## config.mk

```make
export PLATFORM = sky130hd
export DESIGN_NAME = rr_bus_arbiter4_flat
export DESIGN_NICKNAME = d
export VERILOG_FILES = /design/src/rtl/rr_bus_arbiter4_if.sv /design/src/rtl/rr_bus_arbiter4.sv /design/src/flat_wrapper.sv
export SDC_FILE = /design/constraint.sdc
export NUM_CORES = 1
export LEC_CHECK = 0
export ABC_AREA = 1
export BUFFER_PORTS_ARGS = -buffer_cell sky130_fd_sc_hd__buf_4
export CAP_MARGIN = 5
export CORE_MARGIN = 2
export CORE_UTILIZATION = 42
export CTS_CLUSTER_DIAMETER = 80
export DETAILED_ROUTE_END_ITERATION = 8
export GPL_ROUTABILITY_DRIVEN = 0
export GPL_TIMING_DRIVEN = 0
export PLACE_DENSITY = 0.88
export SETUP_SLACK_MARGIN = 0.4
export SLEW_MARGIN = 10
export SYNTH_ARGS = -nofsm -noshare
export SYNTH_HDL_FRONTEND = slang
export SYNTH_SLANG_ARGS = --single-unit
export TNS_END_PERCENT = 30
```

## constraint.sdc

```tcl
create_clock -name clk -period 4.6 [get_ports clk]
set_input_delay 0.92 -clock clk [delete_from_list [all_inputs] [get_ports clk]]
set_output_delay 0.92 -clock clk [all_outputs]
set_load 0.05 [all_outputs]
```

## src/rtl/rr_bus_arbiter4_if.sv

```systemverilog
// Bundle of the four requester channels, the shared downstream channel and the
// arbitration status seen by the round-robin bus arbiter.
interface rr_bus_arbiter4_if #(
    parameter int WIDTH = 32
);
    logic [3:0]         req;
    logic [4*WIDTH-1:0] in_data;
    logic [3:0]         in_last;
    logic [3:0]         in_ready;
    logic [WIDTH-1:0]   out_data;
    logic               out_valid;
    logic               out_last;
    logic               out_ready;
    logic [1:0]         sel;
    logic [3:0]         gnt;
    logic               busy;

    // Arbiter side: owns grant, select and the downstream beat qualifiers.
    modport master (
        input  req,
        input  in_data,
        input  in_last,
        input  out_ready,
        output in_ready,
        output out_data,
        output out_valid,
        output out_last,
        output sel,
        output gnt,
        output busy
    );

    // Requesters plus the downstream port, as seen from outside the arbiter.
    modport slave (
        output req,
        output in_data,
        output in_last,
        output out_ready,
        input  in_ready,
        input  out_data,
        input  out_valid,
        input  out_last,
        input  sel,
        input  gnt,
        input  busy
    );
endinterface

```

## src/rtl/rr_bus_arbiter4.sv

```systemverilog
// Four-way round-robin burst arbiter: holds one requester on the shared 32-bit
// channel for a burst (bounded by BURST_MAX beats), then rotates priority.
module rr_bus_arbiter4 #(
    parameter int WIDTH     = 32,
    parameter int BURST_MAX = 8
) (
    input logic              clk,
    input logic              rstn,
    rr_bus_arbiter4_if.master bus
);
    typedef enum logic {
        IDLE = 1'b0,
        BUSY = 1'b1
    } state_t;

    localparam logic [7:0] LAST_BEAT = 8'(BURST_MAX - 1);

    state_t     state_q, state_d;
    logic [1:0] sel_q, sel_d;
    logic [3:0] gnt_q, gnt_d;
    logic [7:0] beat_cnt_q, beat_cnt_d;
    logic [1:0] ptr_q, ptr_d;

    logic [1:0] winner;
    logic       req_g;
    logic       last_g;
    logic       xfer;

    // First requester found scanning from the slot after the last owner;
    // ptr+4 wraps back onto the previous owner, so it is checked last.
    function automatic logic [1:0] rr_pick(input logic [3:0] r, input logic [1:0] p);
        logic [1:0] w;
        logic [1:0] idx;
        logic       found;
        w     = p;
        found = 1'b0;
        for (int k = 1; k <= 4; k++) begin
            idx = p + 2'(k);
            if (!found && r[idx]) begin
                w     = idx;
                found = 1'b1;
            end
        end
        return w;
    endfunction

    assign winner = rr_pick(bus.req, ptr_q);
    assign req_g  = bus.req[sel_q];
    assign last_g = req_g & (bus.in_last[sel_q] | (beat_cnt_q == LAST_BEAT));
    assign xfer   = (state_q == BUSY) & req_g & bus.out_ready;

    // Downstream channel: a pure mux on the registered select.
    assign bus.out_data  = bus.in_data[sel_q*WIDTH +: WIDTH];
    assign bus.out_valid = (state_q == BUSY) & req_g;
    assign bus.out_last  = (state_q == BUSY) & last_g;
    assign bus.in_ready  = ((state_q == BUSY) & req_g & bus.out_ready)
                           ? (4'b0001 << sel_q) : 4'b0000;
    assign bus.sel       = sel_q;
    assign bus.gnt       = gnt_q;
    assign bus.busy      = (state_q == BUSY);

    always_ff @(posedge clk or negedge rstn) begin
        if (!rstn) begin
            state_q    <= IDLE;
            sel_q      <= 2'd0;
            gnt_q      <= 4'b0000;
            beat_cnt_q <= 8'd0;
            ptr_q      <= 2'd3;
        end else begin
            state_q    <= state_d;
            sel_q      <= sel_d;
            gnt_q      <= gnt_d;
            beat_cnt_q <= beat_cnt_d;
            ptr_q      <= ptr_d;
        end
    end

    always_comb begin
        state_d    = state_q;
        sel_d      = sel_q;
        gnt_d      = gnt_q;
        beat_cnt_d = beat_cnt_q;
        ptr_d      = ptr_q;
        if (state_q == IDLE) begin
            gnt_d = 4'b0000;
            if (|bus.req) begin
                sel_d      = winner;
                gnt_d      = 4'b0001 << winner;
                beat_cnt_d = 8'd0;
                state_d    = BUSY;
            end
        end else begin
            // An abandoned request releases without a beat; otherwise a
            // last-beat transfer ends the burst and the owner drops to lowest priority.
            if (!req_g || (xfer && last_g)) begin
                ptr_d      = sel_q;
                gnt_d      = 4'b0000;
                beat_cnt_d = 8'd0;
                state_d    = IDLE;
            end else if (xfer) begin
                beat_cnt_d = beat_cnt_q + 8'd1;
            end
        end
    end
endmodule

```

## src/flat_wrapper.sv

```systemverilog
// flat-port wrapper written by rule: the top's interface ports become plain ports
module rr_bus_arbiter4_flat 
#(
    parameter int WIDTH     = 32,
    parameter int BURST_MAX = 8
)
  (clk, rstn, bus_req, bus_in_data, bus_in_last, bus_out_ready, bus_in_ready, bus_out_data, bus_out_valid, bus_out_last, bus_sel, bus_gnt, bus_busy);
  rr_bus_arbiter4_if #(.WIDTH(WIDTH)) bus_i ();
  input logic clk;
  input logic rstn;
  input wire logic [$bits(bus_i.req)-1:0] bus_req;
  input wire logic [$bits(bus_i.in_data)-1:0] bus_in_data;
  input wire logic [$bits(bus_i.in_last)-1:0] bus_in_last;
  input wire logic [$bits(bus_i.out_ready)-1:0] bus_out_ready;
  output wire logic [$bits(bus_i.in_ready)-1:0] bus_in_ready;
  output wire logic [$bits(bus_i.out_data)-1:0] bus_out_data;
  output wire logic [$bits(bus_i.out_valid)-1:0] bus_out_valid;
  output wire logic [$bits(bus_i.out_last)-1:0] bus_out_last;
  output wire logic [$bits(bus_i.sel)-1:0] bus_sel;
  output wire logic [$bits(bus_i.gnt)-1:0] bus_gnt;
  output wire logic [$bits(bus_i.busy)-1:0] bus_busy;
  assign bus_i.req = bus_req;
  assign bus_i.in_data = bus_in_data;
  assign bus_i.in_last = bus_in_last;
  assign bus_i.out_ready = bus_out_ready;
  assign bus_in_ready = bus_i.in_ready;
  assign bus_out_data = bus_i.out_data;
  assign bus_out_valid = bus_i.out_valid;
  assign bus_out_last = bus_i.out_last;
  assign bus_sel = bus_i.sel;
  assign bus_gnt = bus_i.gnt;
  assign bus_busy = bus_i.busy;
  rr_bus_arbiter4 #(.WIDTH(WIDTH), .BURST_MAX(BURST_MAX)) u_core (.clk(clk), .rstn(rstn), .bus(bus_i));
endmodule
```

==> results of run 1 <==
per-stage QoR:
step | power [W] | utilization | setup WS, ns | cells | hold WS, ns
finish | 0.00289 | 0.753 | 1.60 | 581 | 0.494
global route | 0.00307 | 0.753 | 1.48 | 581 | 0.509
CTS | 0.00289 | 0.753 | 1.59 | 581 | 0.494
detailed placement | 0.00277 | 0.743 | 1.59 | 577 | 0.476
global placement | 0.00273 | 0.743 | 1.61 | 577 | 0.467
floorplan | 0.00205 | - | 0.835 | 327 | 0.472
path summary, 6_finish.rpt:
kind	to	slack, ns	cells after the start
max in group asynchronous	u_core.ptr_q[0]	3.82	1
worst min-delay path	u_core.bus.gnt[0]	0.49	2
worst min register to register	u_core.bus.gnt[0]	0.49	2
min in group asynchronous	u_core.bus.sel[1]	0.52	1
worst max register to register	u_core.bus.gnt[2]	2.96	12
worst max-delay path	bus_in_ready[2]	1.60	10
worst max-delay path: stages:
cell	delay, ns
buf_4	0.10
inv_1	0.04
nor2_1	0.13
a21oi_2	0.06
nand2_4	0.11
nand2_1	0.07
inv_1	0.08
nand2_1	0.11
nor3_1	0.21
buf_4	0.24
metal layers:
layer / share of wire / global-route usage
met1: 0.38 / 0.347
met4: 0.022 / 0.0694
met3: 0.084 / 0.0556
met2: 0.51 / 0.536
met5: 0 / 0
logic make-up (layout without fill, tap and decap cells):
group / count (synthesis) / count (layout) / synth area share
buffers and inverters: 40 / 227 / 0.0874
AO/OA/AOI/OAI: 64 / 64 / 0.222
adder cells (fa/ha/maj): 1 / 1 / 0.00603
XOR/XNOR: 3 / 3 / 0.0127
AND/OR/NAND/NOR: 202 / 202 / 0.466
flip-flops: 17 / 17 / 0.206
registers in the layout, indices dropped and copies added, names as in the netlist:
register and flops:
u_core.bus.sel 2, u_core.bus.gnt 4, u_core.ptr_q 2, u_core.bus.busy 1, u_core.beat_cnt_q 8
report_power, final:
group	internal (W)	leakage, nW	switching (W)	total [W]
Clock	0.0000616	0.0228	0.0000526	0.000114
Sequential	0.000194	0.221	0.0000278	0.000222
Combinational	0.000768	1.69	0.00179	0.00255
Total	0.00102	1.93	0.00187	0.00289
final cells by class:
| type | instances | area, µm² | area share |
|---|---|---|---|
| tap | 67 | 83.8 | 0.0234 |
| sequential | 17 | 428 | 0.120 |
| inverter | 24 | 97.6 | 0.0273 |
| timing repair buffer | 183 | 1370 | 0.384 |
| multi-input combinational | 270 | 1470 | 0.410 |
| clock buffer | 4 | 45.0 | 0.0126 |
| buffer | 16 | 83.8 | 0.0234 |
synth_stat cells (6+ instances only):
cell	instances	area [µm²]
a22oi_1	53	398
clkbuf_1	11	41.3
dfrtp_1	15	375
inv_1	14	52.6
inv_2	7	26.3
nand2_1	123	462
nand2_2	10	62.6
nand2_4	7	78.8
nand3_1	24	120
nand4_1	6	37.5
nor2_1	12	45.0
nor2_2	7	43.8
o21ai_1	8	40.0
==> results.json, run 1 <==
{
  "layout_common_cells": "buf_4, nand2_1, a22oi_1",
  "layout_commonest_cell": "buf_4",
  "final-setup-viol-count": 0,
  "grt_pass1_wl_um": 12600,
  "ant_nets": 0,
  "ys.flop_type": "dfrtp_1",
  "synthCells": 327,
  "wl_per_cell_um": 14.9,
  "cts.sinks": 17,
  "slew_headroom": 0.664,
  "fin_setup_tns_ns": 0,
  "clk_pin_slew_ns": 0.07,
  "crit_required_ns": 3.68,
  "period_minus_slack_ns": 3.00,
  "nNetsFinal": 655,
  "areaGrowthSynthToFinish_pct": 72.4,
  "vias": 3029,
  "grt_use_total": 0.290,
  "drc": 0,
  "synth-warning-count": 0,
  "cap_violations": 0,
  "synth-edff-count": 0,
  "leakage_nw": 1.93,
  "gr-total-overflow": 0,
  "ys_seq_area_frac": 0.206,
  "numCtsBuffers": 3,
  "grt_max_degree": 18,
  "clk_latency_ns": 0.26,
  "cts_resized": 0,
  "ios": 184,
  "status": "complete, no violations",
  "fin_area_mm2": 0.00358,
  "power_density_mw_per_mm2": 808,
  "hold_viol_final": 0,
  "fillers": 425,
  "rsz0062_at_grt": "no",
  "postCtsSetupBuffers": 0,
  "synth_nets": 467,
  "start_util": 0.437,
  "synth-seq-cells": 17,
  "worstSetupStartpoint": "bus_req[3]",
  "peakVddDrop_v": 0.000505,
  "syn_area_mm2": 0.00208,
  "routed_wl_um": 8670,
  "cts-root-buf": "clkbuf_8",
  "crit_path_max_fanout": 5,
  "row_count": 25,
  "fin_crit_sh": 0.652,
  "finClkSkew_ns": 0.00386,
  "synth_cell_types": 32,
  "crit_path_start_kind": "input port",
  "dr.first_iter.drc_count": 150,
  "dieArea_mm2": 0.00552,
  "cts_hold_buf": 0,
  "max_freq_mhz": 333,
  "cp-end-kind": "output pin",
  "die_h_um": 74.3,
  "via_per_inst": 5.21,
  "avgSynthCellArea_um2": 6.35,
  "hpwl_um": 7340,
  "critPathArrivalTime_ns": 2.08,
  "diodes": 0,
  "hold_class": "flip-flop to flip-flop",
  "drtPass1Iterations": 6,
  "htreeDepth": 1,
  "antenna_found_initial": 0,
  "tritoncts": "yes",
  "layout-drive-gt1-share": 0.453,
  "hp-start": "u_core.bus.gnt[0]",
  "clockBufferDepth": 2,
  "die_x_um": 74.3,
  "grt_pass1_vias": 2830,
  "postPlaceCellArea_mm2": 0.00353,
  "port_buffers": 183,
  "worst_pin_slew_ns": 0.500,
  "core_mm2": 0.00475,
  "r2r_start": "u_core.ptr_q[0]",
  "synthArstFlopShare": 1.00,
  "maxSlewViolCount": 0,
  "path_class": "input port to output pin"
}
Note: power is estimated with default switching activity, not from simulation.
==> run 2, diff against run 1 <==
ABC_AREA = 0   (was 1)
CORE_UTILIZATION = 33   (was 42)
PLACE_DENSITY = 0.78   (was 0.88)
clock period = 2.4 ns   (was 4.6 ns; I/O delays follow)
==> run 2 against run 1 <==
The run now ends with negative setup slack left. Global-route usage is 1.6 points higher. Routed wire length is 8.6% higher. Register-to-register slack worse by 2.6 ns. Critical path type is now flip-flop to output pin.
==> results.json, run 2 <==
{
  "status": "finished with violations",
  "violations": "negative setup slack",
  "via_per_inst": 5.44,
  "largest_reg_flops": 8,
  "place_ws_ns": -0.0731,
  "worstSetupStartpoint": "u_core.bus.sel[0]",
  "tritoncts": "yes",
  "crit_required_ns": 1.92,
  "crit_path_max_fanout": 6,
  "avgSynthCellArea_um2": 12.9,
  "peakVddDrop_v": 0.00101,
  "leakage_nw": 1.75,
  "layout-drive-gt1-share": 0.798,
  "start_util": 0.337,
  "synth_top_area_share": 0.421,
  "routed_wl_um": 9420,
  "synth-seq-cells": 17,
  "finClkSkew_ns": 0.00117,
  "synth_most_common_cell": "mux4_2",
  "antenna_found_initial": 1,
  "vias": 2220,
  "grt_max_degree": 18,
  "maxSlewViolCount": 0,
  "wl_per_cell_um": 23.1,
  "synth_cell_types": 42,
  "clk_latency_ns": 0.25,
  "power_density_mw_per_mm2": 1380,
  "die_h_um": 78.3,
  "areaGrowthSynthToFinish_pct": 109,
  "synth_area_leaders": "mux4_2, dfrtp_1, a2bb2oi_2, o31ai_2, dfstp_2",
  "critPathArrivalTime_ns": 1.93,
  "hpwl_um": 7820,
  "diodes": 0,
  "postPlaceCellArea_mm2": 0.00336,
  "max_freq_mhz": 414,
  "synth_top_area_cell": "mux4_2",
  "drc": 0,
  "grt_use_total": 0.306,
  "ys_seq_area_frac": 0.235,
  "synth-edff-count": 0,
  "syn_area_mm2": 0.00182,
  "fin_crit_sh": 1.01,
  "rsz0062_at_grt": "yes",
  "clk_pin_slew_ns": 0.06,
  "regMostFlops": "u_core.beat_cnt_q",
  "nNetsFinal": 477,
  "dr.first_iter.drc_count": 101,
  "r2r_cells": 8,
  "ios": 184,
  "slew_headroom": 0.704,
  "synthArstFlopShare": 1.00,
  "row_count": 27,
  "worst_pin_slew_ns": 0.439,
  "synth_nets": 281,
  "ys.flop_type": "dfrtp_1",
  "die_x_um": 78.3,
  "path_class": "flip-flop to output pin",
  "fin_setup_tns_ns": -0.0133,
  "ant_nets": 0,
  "fin_area_mm2": 0.00380,
  "cp-end-kind": "output pin",
  "synth.top_cells.by_count": "mux4_2, dfrtp_1, nand2_1",
  "dieArea_mm2": 0.00613,
  "synthCells": 141,
  "r2r_end": "u_core.beat_cnt_q[6]",
  "clockBufferDepth": 2,
  "rrSetupSlack_ns": 0.39,
  "period_minus_slack_ns": 2.41,
  "synth-warning-count": 0,
  "hold_class": "input port to asynchronous set/reset pin",
  "crit_path_start_kind": "flip-flop",
  "layout_common_cells": "buf_4, mux4_2, buf_8",
  "place_inst": 396,
  "port_buffers": 183,
  "htreeDepth": 1,
  "worst_slack_ns": -0.0133,
  "layout_commonest_cell": "buf_4",
  "grt_pass1_vias": 2347,
  "grt_pass1_wl_um": 13500,
  "r2r_start": "u_core.bus.sel[0]",
  "cts-root-buf": "clkbuf_8",
  "cts.sinks": 17,
  "gr-total-overflow": 0,
  "final-setup-viol-count": 1,
  "numCtsBuffers": 3,
  "core_mm2": 0.00541,
  "cap_violations": 0,
  "drtPass1Iterations": 4,
  "hold_viol_final": 0,
  "instances_no_fill": 408
}
-- run 2: layout make-up --
class                      instances  area [µm²]
inverter                           4        15.0
sequential                        17         430
timing repair buffer             191        1670
clock buffer                       4        45.0
multi-input combinational        109        1420
buffer                            11         130
tap                               72        90.1
fill                             424        1600
-- run 2: power breakdown --
part	leakage [nW]	switching, W	internal (W)
Combinational	1.51	0.00253	0.00203
Sequential	0.218	0.0000820	0.000388
Clock	0.0228	0.0000976	0.000118
Total	1.75	0.00271	0.00253
-- run 2: how the worst max path moves through the flow --
stage / endpoint / slack, ns / cells after the start
6_report: bus_out_last / -0.01 / 6
5_1_grt: bus_out_last / -0.07 / 6
4_1_cts: bus_out_last / -0.02 / 6
3_5_place_dp: bus_out_data[7] / -0.07 / 4
3_3_place_gp: bus_out_data[18] / -0.06 / 4
2_1_floorplan: bus_in_ready[0] / 0.04 / 6
-- run 2: cells by family (layout without fill, tap and decap cells) --
family,after synthesis,after routing,share of synthesized area
buf+inv,15,210,0.0371
mux,37,37,0.438
simple gates,41,41,0.118
compound gates,30,30,0.165
flops,17,17,0.235
fa+ha+maj,1,1,0.00687
-- run 2: layer usage --
metal  share of wire  vias up  global-route usage
met4           0.057        2               0.172
met2            0.51      137               0.529
li1                -      975                   -
met1            0.32     1070               0.322
met3            0.11       36               0.110
met5          0.0014        -                   0
-- run 2: worst max-delay path: stages, from the launching register on --
cell,delay [ns]
dfrtp_2,0.39
buf_12,0.12
mux4_2,0.51
and2_4,0.16
buf_12,0.13
and2b_2,0.21
buf_8,0.15
-- run 2: metrics by stage --
step	util	hold WS (ns)	power (W)
after floorplan	-	0.184	0.00324
final	0.704	0.0817	0.00524
after global routing	0.704	0.0915	0.00543
after detailed placement	0.622	0.359	0.00431
after CTS	0.698	0.0856	0.00526
after global placement	0.622	0.357	0.00426
-- run 2: what timing repair did --
item | in CTS | in global routing
setup endpoints to repair | 38 | 47
setup buffers | 6 | 0
hold buffers | 0 | 0
cloned | 2 | 0
resized for setup | 69 | 4
pin swaps | 3 | 11
==> run 3, diff against run 2 <==
CORE_ASPECT_RATIO = 0.6   (was default)
CTS_BUF_LIST = sky130_fd_sc_hd__clkbuf_16   (was default)
==> run 3 against run 2 <==
The flow now finishes without violations. Worst setup slack improved by 0.024 ns. Combinational power increased by 4%. Sequential share of layout area decreased by 0.32 points. Total power increased by 5.6%. Fmax increased by 0.98%. First-iteration DRC count increased by 9.9%. Critical path depth unchanged. Sequential power about the same. Cell count unchanged. Cell area increased by 2.9%. Largest power group unchanged.
==> results.json, run 3 (same netlist as run 2, synthesis figures left out) <==
{
  "critPathArrivalTime_ns": 1.91,
  "leakage_nw": 1.81,
  "largest_reg_flops": 8,
  "wl_per_cell_um": 20.6,
  "start_util": 0.351,
  "grt_most_used_layer": "met2",
  "status": "complete, no violations",
  "routed_wl_um": 8410,
  "max_freq_mhz": 418,
  "hpwl_um": 6740,
  "layout_common_cells": "buf_4, mux4_2, buf_8",
  "place_ws_ns": -0.0416,
  "p_total_w": 0.00554,
  "path_class": "flip-flop to output pin",
  "grt_pass1_vias": 2133,
  "met1_usage": 0.341,
  "dr.first_iter.drc_count": 111,
  "grt.met3_usage": 0.0431,
  "grt_max_degree": 18,
  "hold_class": "input port to asynchronous set/reset pin",
  "dieArea_mm2": 0.00615,
  "crit_path_max_fanout": 4,
  "place_inst": 390,
  "crit_required_ns": 1.92,
  "layout_commonest_cell": "buf_4",
  "die_h_um": 61.5,
  "hold_viol_final": 0,
  "via_per_inst": 5.31,
  "areaGrowthSynthToFinish_pct": 115,
  "slew_headroom": 0.629,
  "regMostFlops": "u_core.beat_cnt_q",
  "rsz0062_at_grt": "yes",
  "core_mm2": 0.00518,
  "grt_pass1_wl_um": 11300,
  "drtPass1Iterations": 6,
  "numCtsBuffers": 3,
  "worst_pin_slew_ns": 0.551,
  "worst_slack_ns": 0.0102,
  "fillers": 345,
  "cts-root-buf": "clkbuf_16",
  "vias": 2167,
  "ant_nets": 0,
  "instances_no_fill": 408,
  "peakVddDrop_v": 0.000870,
  "r2r_start": "u_core.bus.sel[0]",
  "fin_crit_sh": 0.996,
  "power_density_mw_per_mm2": 1410,
  "fin_util": 0.756,
  "tritoncts": "yes",
  "grtUsageMet2": 0.430,
  "cap_violations": 0,
  "die_x_um": 99.9,
  "htreeDepth": 1,
  "final-setup-viol-count": 0,
  "ios": 184,
  "grt_use_total": 0.249,
  "worstSetupStartpoint": "u_core.bus.sel[0]",
  "gr-total-overflow": 0,
  "clockBufferDepth": 2,
  "diodes": 0,
  "antenna_found_initial": 0,
  "row_count": 20,
  "cts.sinks": 17,
  "layout-drive-gt1-share": 0.816,
  "crit_path_start_kind": "flip-flop",
  "period_minus_slack_ns": 2.39,
  "drc": 0,
  "nNetsFinal": 483,
  "cp-end-kind": "output pin",
  "finClkSkew_ns": 0.00213,
  "holdWs_ns": 0.0829,
  "port_buffers": 183,
  "maxSlewViolCount": 0,
  "clk_latency_ns": 0.25,
  "clk_pin_slew_ns": 0.05
}
run 3: cell count changes in the layout (fill, tap and decap cells not counted), sizes merged:
cell and change:
clkinv +1, buf +4, bufbuf -1, clkbuf +2
run 3: power breakdown:
part / internal (W) / switching [W]
Combinational: 0.00214 / 0.00258
Clock: 0.000223 / 0.000116
Sequential: 0.000388 / 0.0000806
Total: 0.00275 / 0.00278
run 3: timing repair:
item,CTS,global route
gates cloned,1,2
pin swaps,1,15
endpoints found under the setup margin,38,51
hold buffers,0,0
resized for setup,10,79
buffers inserted,6,5
run 3: path summary, 6_finish.rpt:
check / to / slack, ns / cells after the start
max: bus_out_last / 0.01 / 6
min reg2reg: u_core.bus.gnt[1] / 0.51 / 2
min: u_core.bus.gnt[2] / 0.08 / 1
max reg2reg: u_core.beat_cnt_q[7] / 0.30 / 9
max in group asynchronous: u_core.ptr_q[1] / 2.06 / 1
min in group clk: u_core.bus.gnt[1] / 0.51 / 2
run 3: stage by stage:
stage / TNS, ns / cell area (µm²)
6_report: 0 / 3910
5_1_grt: -0.0728 / 3910
4_1_cts: 0 / 3550
3_5_place_dp: -0.261 / 3360
3_3_place_gp: -0.0917 / 3360
2_1_floorplan: 0 / 1900
run 3: cell type report:
type / instances / area (µm²) / area share
repair buffers: 197 / 1760 / 0.449
inverters: 4 / 15.0 / 0.00384
clock buffers: 3 / 75.1 / 0.0192
clock inverters: 1 / 5.00 / 0.00128
flip-flops and latches: 17 / 430 / 0.110
plain buffers: 11 / 129 / 0.0329
multi-input cells: 109 / 1420 / 0.363
well taps: 66 / 82.6 / 0.0211
run 3: layer usage:
| metal | vias to the layer above | part of all wire |
|---|---|---|
| met5 | - | 0 |
| met4 | 0 | 0.016 |
| met3 | 15 | 0.053 |
| met2 | 89 | 0.53 |
| met1 | 1072 | 0.40 |
| li1 | 991 | - |
run 3: worst max-delay path, stage by stage (launching register included):
cell,delay (ns)
dfrtp_2,0.39
buf_12,0.12
mux4_2,0.51
and2_4,0.16
buf_12,0.13
and2b_2,0.20
buf_8,0.15
